--- src/rtl/instruction_fetch_decode_if.sv ---
// ============================================================================
// Module   : instruction_fetch_decode_if
// Brief    : Control, load and decoded-operation bundle for instruction_fetch_decode.
// Revision : 1.0 - initial release
// ============================================================================
`default_nettype none

interface instruction_fetch_decode_if #(
    parameter int WORDSIZE = 64
);
    logic                start;
    logic                instr_load_en;
    logic [4:0]          instr_load_addr;
    logic [31:0]         instr_load_data;
    logic                proc_done;
    logic [4:0]          rs1;
    logic [4:0]          rs2;
    logic [4:0]          rd_addr;
    logic [WORDSIZE-1:0] rd_in;
    logic [6:0]          op_code;
    logic                issue_valid;
    logic [4:0]          pc;
    logic                halted;
    logic                illegal_op;

    modport master (
        output start, instr_load_en, instr_load_addr, instr_load_data, proc_done,
        input  rs1, rs2, rd_addr, rd_in, op_code, issue_valid, pc, halted, illegal_op
    );

    modport slave (
        input  start, instr_load_en, instr_load_addr, instr_load_data, proc_done,
        output rs1, rs2, rd_addr, rd_in, op_code, issue_valid, pc, halted, illegal_op
    );
endinterface

`default_nettype wire

--- src/rtl/instruction_fetch_decode.sv ---
// ============================================================================
// Module   : instruction_fetch_decode
// Brief    : Sequential fetch/decode/issue engine over a loadable 32-bit imem.
// Revision : 1.0 - initial release
// ============================================================================
`default_nettype none

module instruction_fetch_decode #(
    parameter int WORDSIZE   = 64,
    parameter int IMEM_DEPTH = 32
) (
    input  wire logic clk,
    input  wire logic rst,
    instruction_fetch_decode_if.slave bus
);

    localparam logic [2:0] c_IDLE   = 3'd0;
    localparam logic [2:0] c_FETCH  = 3'd1;
    localparam logic [2:0] c_DECODE = 3'd2;
    localparam logic [2:0] c_ISSUE  = 3'd3;
    localparam logic [2:0] c_WAIT   = 3'd4;
    localparam logic [2:0] c_HALT   = 3'd5;

    localparam logic [4:0] c_LAST_PC = 5'(IMEM_DEPTH - 1);

    logic [31:0]         r_imem [0:IMEM_DEPTH-1];
    logic [2:0]          r_state;
    logic [31:0]         r_ir;
    logic [4:0]          r_pc;
    logic [4:0]          r_rs1;
    logic [4:0]          r_rs2;
    logic [4:0]          r_rd_addr;
    logic [WORDSIZE-1:0] r_rd_in;
    logic [6:0]          r_op_code;
    logic                r_issue_valid;
    logic                r_halted;
    logic                r_illegal_op;

    logic [6:0]          w_op;
    logic                w_load_ok;
    logic                w_unused_funct3;

    assign w_op            = r_ir[6:0];
    assign w_unused_funct3 = ^r_ir[14:12];
    assign w_load_ok       = (r_state == c_IDLE) || (r_state == c_HALT);

    // Memory contents survive reset so a program loaded once can be rerun.
    always_ff @(posedge clk) begin
        if (bus.instr_load_en && w_load_ok) begin
            r_imem[bus.instr_load_addr] <= bus.instr_load_data;
        end
    end

    always_ff @(posedge clk) begin
        if (rst) begin
            r_state       <= c_IDLE;
            r_ir          <= '0;
            r_pc          <= '0;
            r_rs1         <= '0;
            r_rs2         <= '0;
            r_rd_addr     <= '0;
            r_rd_in       <= '0;
            r_op_code     <= '0;
            r_issue_valid <= 1'b0;
            r_halted      <= 1'b0;
            r_illegal_op  <= 1'b0;
        end else begin
            r_issue_valid <= 1'b0;
            case (r_state)
                c_IDLE: begin
                    if (bus.start) begin
                        r_state <= c_FETCH;
                    end
                end
                c_FETCH: begin
                    r_ir    <= r_imem[r_pc];
                    r_state <= c_DECODE;
                end
                c_DECODE: begin
                    if (w_op == 7'd0) begin
                        r_halted <= 1'b1;
                        r_state  <= c_HALT;
                    end else if (w_op > 7'd3) begin
                        r_illegal_op <= 1'b1;
                        r_halted     <= 1'b1;
                        r_state      <= c_HALT;
                    end else begin
                        r_rs1     <= r_ir[19:15];
                        r_rs2     <= r_ir[24:20];
                        r_rd_addr <= r_ir[11:7];
                        r_rd_in   <= {{(WORDSIZE-12){r_ir[31]}}, r_ir[31:20]};
                        r_op_code <= w_op;
                        r_state   <= c_ISSUE;
                    end
                end
                c_ISSUE: begin
                    // Pulse lands in the first WAIT cycle, three edges after start.
                    r_issue_valid <= 1'b1;
                    r_state       <= c_WAIT;
                end
                c_WAIT: begin
                    if (bus.proc_done) begin
                        r_op_code <= '0;
                        if (r_pc == c_LAST_PC) begin
                            r_halted <= 1'b1;
                            r_state  <= c_HALT;
                        end else begin
                            r_pc    <= r_pc + 5'd1;
                            r_state <= c_FETCH;
                        end
                    end
                end
                c_HALT: begin
                    r_state <= c_HALT;
                end
                default: begin
                    r_state <= c_IDLE;
                end
            endcase
        end
    end

    assign bus.rs1         = r_rs1;
    assign bus.rs2         = r_rs2;
    assign bus.rd_addr     = r_rd_addr;
    assign bus.rd_in       = r_rd_in;
    assign bus.op_code     = r_op_code;
    assign bus.issue_valid = r_issue_valid;
    assign bus.pc          = r_pc;
    assign bus.halted      = r_halted;
    assign bus.illegal_op  = r_illegal_op;

endmodule

`default_nettype wire

--- src/flat_wrapper.sv ---
// flat-port wrapper written by rule: the top's interface ports become plain ports
module instruction_fetch_decode_flat 
#(
    parameter int WORDSIZE   = 64,
    parameter int IMEM_DEPTH = 32
)
  (clk, rst, bus_start, bus_instr_load_en, bus_instr_load_addr, bus_instr_load_data, bus_proc_done, bus_rs1, bus_rs2, bus_rd_addr, bus_rd_in, bus_op_code, bus_issue_valid, bus_pc, bus_halted, bus_illegal_op);
  instruction_fetch_decode_if #(.WORDSIZE(WORDSIZE)) bus_i ();
  input  wire logic clk;
  input  wire logic rst;
  input wire logic [$bits(bus_i.start)-1:0] bus_start;
  input wire logic [$bits(bus_i.instr_load_en)-1:0] bus_instr_load_en;
  input wire logic [$bits(bus_i.instr_load_addr)-1:0] bus_instr_load_addr;
  input wire logic [$bits(bus_i.instr_load_data)-1:0] bus_instr_load_data;
  input wire logic [$bits(bus_i.proc_done)-1:0] bus_proc_done;
  output wire logic [$bits(bus_i.rs1)-1:0] bus_rs1;
  output wire logic [$bits(bus_i.rs2)-1:0] bus_rs2;
  output wire logic [$bits(bus_i.rd_addr)-1:0] bus_rd_addr;
  output wire logic [$bits(bus_i.rd_in)-1:0] bus_rd_in;
  output wire logic [$bits(bus_i.op_code)-1:0] bus_op_code;
  output wire logic [$bits(bus_i.issue_valid)-1:0] bus_issue_valid;
  output wire logic [$bits(bus_i.pc)-1:0] bus_pc;
  output wire logic [$bits(bus_i.halted)-1:0] bus_halted;
  output wire logic [$bits(bus_i.illegal_op)-1:0] bus_illegal_op;
  assign bus_i.start = bus_start;
  assign bus_i.instr_load_en = bus_instr_load_en;
  assign bus_i.instr_load_addr = bus_instr_load_addr;
  assign bus_i.instr_load_data = bus_instr_load_data;
  assign bus_i.proc_done = bus_proc_done;
  assign bus_rs1 = bus_i.rs1;
  assign bus_rs2 = bus_i.rs2;
  assign bus_rd_addr = bus_i.rd_addr;
  assign bus_rd_in = bus_i.rd_in;
  assign bus_op_code = bus_i.op_code;
  assign bus_issue_valid = bus_i.issue_valid;
  assign bus_pc = bus_i.pc;
  assign bus_halted = bus_i.halted;
  assign bus_illegal_op = bus_i.illegal_op;
  instruction_fetch_decode #(.WORDSIZE(WORDSIZE), .IMEM_DEPTH(IMEM_DEPTH)) u_core (.clk(clk), .rst(rst), .bus(bus_i));
endmodule
--- config.mk ---
export PLATFORM = sky130hd
export DESIGN_NAME = instruction_fetch_decode_flat
export DESIGN_NICKNAME = d
export VERILOG_FILES = /design/src/rtl/instruction_fetch_decode_if.sv /design/src/rtl/instruction_fetch_decode.sv /design/src/flat_wrapper.sv
export SDC_FILE = /design/constraint.sdc
export NUM_CORES = 1
export LEC_CHECK = 0
export CAP_MARGIN = 20
export CORE_MARGIN = 2
export CORE_UTILIZATION = 55
export CTS_CLUSTER_SIZE = 24
export DETAILED_ROUTE_END_ITERATION = 10
export PLACE_DENSITY = 0.77
export SLEW_MARGIN = 20
export SYNTH_ARGS = -nofsm -noshare
export SYNTH_HDL_FRONTEND = slang
export SYNTH_SLANG_ARGS = --single-unit
--- constraint.sdc ---
create_clock -name clk -period 3.8 [get_ports clk]
set_clock_uncertainty 0.2 [all_clocks]
set_input_delay 0.76 -clock clk [delete_from_list [all_inputs] [get_ports clk]]
set_output_delay 0.76 -clock clk [all_outputs]
set_load 0.01 [all_outputs]
==> impl_metrics.csv, run 1 <==
group,metric,value,unit
outcome,status,"complete, no violations",
timing,fin_crit_sh,85.9,%
clocking,cts_resized,0,
clocking,clock_sinks,997,
timing,hold_ws,0.249,ns
synth,synth-seq-cells,997,
synth,yosysMostFrequentCell,"edfxtp_1",
routing,wl_per_cell,29.0,um
finish,finalNetCount,2195,
worst_setup_path,startpoint,"u_core.bus.pc[0]",
timing,relSlewSlack,41.9,%
run,cap_violations,0,
finish,area_delta_synth_final,15.7,%
worst_setup_path,crit_type,"flop to output pin",
worst_setup_path,rr_endpoint,"u_core.r_ir[25]",
die,die_area,0.0729,mm2
synth,synth_common_cells,"edfxtp_1 (928), mux2i_1 (196), mux4_2 (174)",
synth,yosysSeqAreaShare,75.2,%
finish,ff_latch_area,0.0293,mm2
synth,synth_warnings,0,
synth,synth_area,0.0389,mm2
power,switchingPower,4.63,mW
worst_setup_path,reg2reg_slack,0.71,ns
worst_setup_path,endpoint_kind,"output pin",
timing,setup_viol,0,
clocking,clock_latency,0.67,ns
synth,synthCells,1971,
global_routing,grt_pass1_vias,20200,
synth,synth_top_area_cell,"edfxtp_1",
clocking,clk_pin_slew,0.06,ns
timing,fin_setup_tns,0,ns
worst_hold_path,min_path_type,"flop to flop",
worst_setup_path,worstPathArrival,2.31,ns
synth,ys.flop_type,"edfxtp_1",
placed_design,port_buffers,132,
timing,rsz0062_at_grt,"no",
global_routing,grt_max_degree,79,
clocking,tritoncts,"done",
power,sw_frac_of_total,20.5,%
finish,multi_input_area,0.00887,mm2
worst_setup_path,reg2reg_from,"u_core.r_state[0]",
routing,wl,92100,um
die,boundaryPins,136,
global_routing,antenna_found_initial,6,
placed_design,gp_congestion,0.855,
die,die_width,270,um
synth,synth_enable_flop_cells,928,
synth,synthDominantCellAreaShare,71.6,%
global_routing,gr-total-overflow,0,
clocking,cts-root-buf,"clkbuf_16",
power,clockPowerShare,42.4,%
finish,drive_above_1_share,23.6,%
timing,finalHoldViolCount,0,
clocking,post_cts_buffers,0,
timing,drv_slew,0,
placed_design,dpl.hpwl,51800,um
power,leakagePower,13.5,nW
synth,syn_area_per_cell,19.7,um2
routing,drcViolationCount,0,
routing,via_per_inst,6.38,
worst_setup_path,path_max_fanout,24,
clocking,numCtsBuffers,95,
routing,dr_total_vias,20200,
clocking,hold_buffers,0,
worst_setup_path,cp.required,2.84,ns
clocking,htree_levels,3,
power,seqPwrFrac,54.0,%
global_routing,grt_pass1_wl,134000,um
power,internal-power,18.0,mW
die,rows,97,
placed_design,place_area,0.0419,mm2
synth,syn-num-nets,2015,
power,p_comb_share,3.7,%
worst_setup_path,endpoint,"bus_pc[0]",
timing,max_freq,0.306,GHz
worst_setup_path,cp-start-kind,"flop",
synth,yosys-top-cells-area,"edfxtp_1 (72%), mux4_2 (10%), mux2i_1 (5.0%), dfxtp_1 (3.6%), buf_4 (1.5%)",
die,die_h,270,um
power,power.density,502,mW/mm2
routing,drt_iter0_drc,2514,
clocking,clock_path_buffers,3,
power,ir_worst_vdd,0.000287,V
timing,tightestPinTransition,0.864,ns
finish,fillers,4447,
worst_setup_path,ff2ff_path_depth,6,
synth,ys_types,46,
die,initial_core_util,55.6,%
synth,synthArstFlopShare,0,%
global_routing,track_usage,25.3,%
finish,finalInstanceArea,0.0450,mm2
die,core,0.0700,mm2
routing,firstDrtPassIters,7,
timing,min_period,3.27,ns
routing,ant_nets,0,
==> registers in the layout, indices dropped and copies added, names as in the netlist, 3 cells and up <==
name and cells:
u_core.bus.rs1 5, u_core.bus.rs2 4, u_core.bus.pc 5, u_core.bus.rd_in 8, u_core.r_ir 29, u_core.bus.op_code 7
u_core.r_state 3, u_core.bus.rd_addr 5, u_core.r_imem 928
==> worst min-delay path by stage <==
stage,startpoint,end,slack (ns),cells after the start
global route,u_core.bus.halted,u_core.bus.halted,0.27,2
detailed placement,u_core.bus.halted,u_core.bus.halted,0.24,2
CTS,u_core.bus.halted,u_core.bus.halted,0.25,2
finish,u_core.bus.halted,u_core.bus.halted,0.25,2
global placement,u_core.bus.halted,u_core.bus.halted,0.24,2
floorplan,u_core.r_ir[1],u_core.bus.op_code[1],0.26,2
==> area by class of cell <==
cell class | count | share of cell area, %
Antenna cell | 1 | 0.00556
Clock buffer | 132 | 6.05
Clock inverter | 45 | 1.02
Inverter | 2 | 0.0167
Multi-Input combinational cell | 800 | 19.7
Sequential cell | 997 | 65.0
Tap cell | 940 | 2.61
Timing Repair Buffer | 255 | 5.62
==> metal layers <==
metal	global-route usage, %	share of wire [%]	vias up
li1	-	-	8338
met1	35.1	38	10400
met2	40.1	48	1267
met3	6.06	12	185
met4	7.91	2.6	8
met5	0	0.051	-
==> per-stage QoR <==
step	utilization, %	cells	power, mW	setup WS [ns]
5_1_grt	64.3	3171	23.1	0.446
3_3_place_gp	59.8	2994	13.2	0.644
3_5_place_dp	59.8	2994	13.2	0.635
2_1_floorplan	-	1971	12.8	0.458
6_report	64.3	3172	22.6	0.535
4_1_cts	64.4	3171	22.7	0.483
==> power groups by stage <==
stage / clock [mW] / combinational (mW) / sequential, mW
after global placement: 0 / 0.776 / 12.4
after floorplan: 0 / 0.392 / 12.4
final: 9.57 / 0.829 / 12.2
after detailed placement: 0 / 0.809 / 12.4
after CTS: 9.66 / 0.821 / 12.2
after global routing: 10.1 / 0.873 / 12.2
==> cell usage in the layout, fill, tap and decap left out, drive strengths merged, types with 8 or more instances in the layout <==
cell type	instances
bufinv	8
o21ai	31
mux2i	196
o22ai	58
nor2b	32
nor2	64
clkinv	26
nand2	14
dfxtp	69
or2	32
nand2b	8
nor3	31
a21oi	35
mux2	29
o32ai	30
edfxtp	928
buf	133
a211oi	29
clkbuf	132
mux4	174
clkdlybuf4s50	122
==> worst max-delay path, cell delays in order (launching register included) <==
cell	delay, ns
dfxtp_4	0.76
buf_12	0.29
clkdlybuf4s50_1	0.58
==> kinds of logic after synthesis <==
kind of cell               count (synthesis)  synth area share [%]
DFF                                      997                  75.2
muxes                                    399                  16.0
and+or+nand+nor                          206                  2.87
AOI/OAI and AO/OA                        189                  3.14
buffers and inverters                    174                  2.71
xor gates and xnor gates                   4                0.0901
adders and majority gates                  2                0.0643
Note: power is estimated with default switching activity, not from simulation.
==> run 2, diff against run 1 <==
Settings changed: CAP_MARGIN 20 to 5, CORE_UTILIZATION 55 to 30, CTS_CLUSTER_DIAMETER from default to 50, PLACE_DENSITY 0.77 to 0.49.
==> run 2 against run 1 <==
Clock power up 14%. Hold slack worse by 0.11 ns. Maximum frequency up 9.7%. Global-route usage down 10 points. Setup slack better by 0.29 ns. Highest routed layer unchanged. Routed wire length up 7.9%. Largest power group unchanged. Power up 5.9%. Critical path type unchanged.
==> impl_metrics.csv, run 2 (synthesized netlist as in run 1, its figures left out) <==
group,metric,value,unit
routing,wl,99400,um
worst_hold_path,whs_endpoint,"u_core.bus.pc[4]",
global_routing,gr-total-overflow,0,
die,rows,132,
worst_setup_path,reg2reg_from,"u_core.r_state[0]",
finish,finalNetCount,2196,
worst_setup_path,max_stage_delay,0.62,ns
outcome,status,"complete, no violations",
die,die_h,364,um
worst_setup_path,cp_num_buf_inv,2,
worst_setup_path,rr_endpoint,"u_core.r_ir[29]",
clocking,clock_latency,0.69,ns
finish,regMostFlops,"u_core.r_imem",
routing,drcViolationCount,0,
die,initial_core_util,30.1,%
die,core,0.129,mm2
clocking,clk_pin_slew,0.07,ns
routing,wl_per_cell,24.9,um
routing,firstDrtPassIters,5,
worst_hold_path,min_path_type,"input pin to flop",
timing,drv_slew,0,
power,ir_worst_vdd,0.000318,V
worst_setup_path,cp.required,2.84,ns
die,die_area,0.133,mm2
global_routing,grt_pass1_wl,141000,um
worst_setup_path,path_max_fanout,53,
worst_setup_path,cp-start-kind,"flop",
timing,rsz0062_at_grt,"no",
routing,drt_iter0_drc,1780,
worst_setup_path,endpoint_kind,"output pin",
worst_hold_path,hold_depth,2,
power,power.density,514,mW/mm2
global_routing,grt_pass1_vias,19800,
clocking,cts_resized,0,
placed_design,gp_congestion,0.749,
clocking,hold_buffers,0,
die,die_width,364,um
finish,largest_reg_flops,928,
timing,max_freq,0.336,GHz
clocking,cts-root-buf,"clkbuf_16",
timing,finalHoldViolCount,0,
timing,setup_viol,0,
routing,dr_total_vias,19400,
timing,fin_crit_sh,78.3,%
die,boundaryPins,136,
timing,min_period,2.98,ns
finish,area_delta_synth_final,19.7,%
worst_setup_path,crit_chain,"buf_4 > clkdlybuf4s50_1",
routing,via_per_inst,4.86,
power,p_total,23.9,mW
global_routing,grt_max_degree,69,
clocking,clock_sinks,997,
worst_setup_path,crit_type,"flop to output pin",
worst_setup_path,reg2reg_slack,0.89,ns
timing,relSlewSlack,26.4,%
clocking,htree_levels,3,
worst_setup_path,cp_top_family,"buffers and inverters",
timing,fin_setup_tns,0,ns
finish,final_common_cell,"edfxtp_1",
worst_setup_path,crit_slowest_cell,"clkdlybuf4s50_1",
clocking,clock_path_buffers,3,
worst_setup_path,worstPathArrival,2.02,ns
clocking,numCtsBuffers,102,
finish,layout_common_cells,"edfxtp_1 (928), mux2i_1 (196), mux4_2 (174), clkdlybuf4s50_1 (128), clkbuf_16 (105)",
clocking,tritoncts,"done",
routing,ant_nets,0,
placed_design,dpl.hpwl,58200,um
worst_setup_path,ff2ff_path_depth,5,
run,cap_violations,0,
finish,drive_above_1_share,24.8,%
worst_hold_path,holdCritStartpoint,"rst",
global_routing,antenna_found_initial,4,
power,leakagePower,13.8,nW
placed_design,port_buffers,132,
timing,tightestPinTransition,1.10,ns
global_routing,track_usage,14.8,%
worst_setup_path,cp.depth,2,
clocking,post_cts_buffers,0,
run 2: changes by cell type in the layout (fill, tap and decap cells not counted), moves of 5 or more:
cell	previous run	this run
inv_6	1	27
clkbuf_1	24	5
clkinv_2	17	0
clkinv_8	1	17
inv_8	1	11
clkinv_4	1	8
buf_2	10	4
clkdlybuf4s50_1	122	128
clkbuf_8	6	1
clkinv_1	7	2
run 2: worst max path at each step:
stage | slack [ns] | end | startpoint
4_1_cts | 0.75 | bus_rd_in[51] | u_core.bus.rd_in[11]
5_1_grt | 0.69 | bus_rd_in[60] | u_core.bus.rd_in[11]
3_5_place_dp | 0.53 | u_core.r_imem[25][1] | bus_instr_load_addr[2]
6_report | 0.82 | bus_rd_in[51] | u_core.bus.rd_in[11]
2_1_floorplan | 0.46 | u_core.r_imem[26][0] | u_core.r_state[2]
3_3_place_gp | 0.52 | u_core.r_imem[25][27] | bus_instr_load_addr[2]
run 2: per-layer routing:
layer / vias to the layer above / global-route usage (%) / part of all wire (%)
li1: 8379 / - / -
met1: 10300 / 20.3 / 44
met2: 557 / 23.8 / 47
met3: 146 / 2.88 / 6.1
met4: 2 / 4.55 / 2.3
met5: - / 0 / 0.0070
run 2: area by class of cell:
class / instances / area [um2]
diodes: 1 / 2.50
clock buffers: 111 / 2660
clock inverters: 82 / 1110
fillers: 12000 / 82600
inverters: 2 / 7.51
multi-input cells: 800 / 8870
flip-flops and latches: 997 / 29300
well taps: 1742 / 2180
repair buffers: 249 / 2480
run 2: power by group:
part	internal (mW)	total, mW	switching, mW
combinational	0.285	0.835	0.550
sequential	12.1	12.2	0.0913
clock	6.11	10.9	4.79
run 2: metrics by stage:
step                cell area [um2]  util (%)  hold slack, ns  setup WS (ns)  cells
floorplan                     38900         -           0.255          0.458   1971
global placement              42800      33.2           0.244          0.523   3790
detailed placement            42800      33.2           0.244          0.530   3790
CTS                           46600      36.1          0.0930          0.754   3983
global route                  46600      36.1           0.130          0.694   3984
finish                        46600      36.1           0.141          0.824   3984
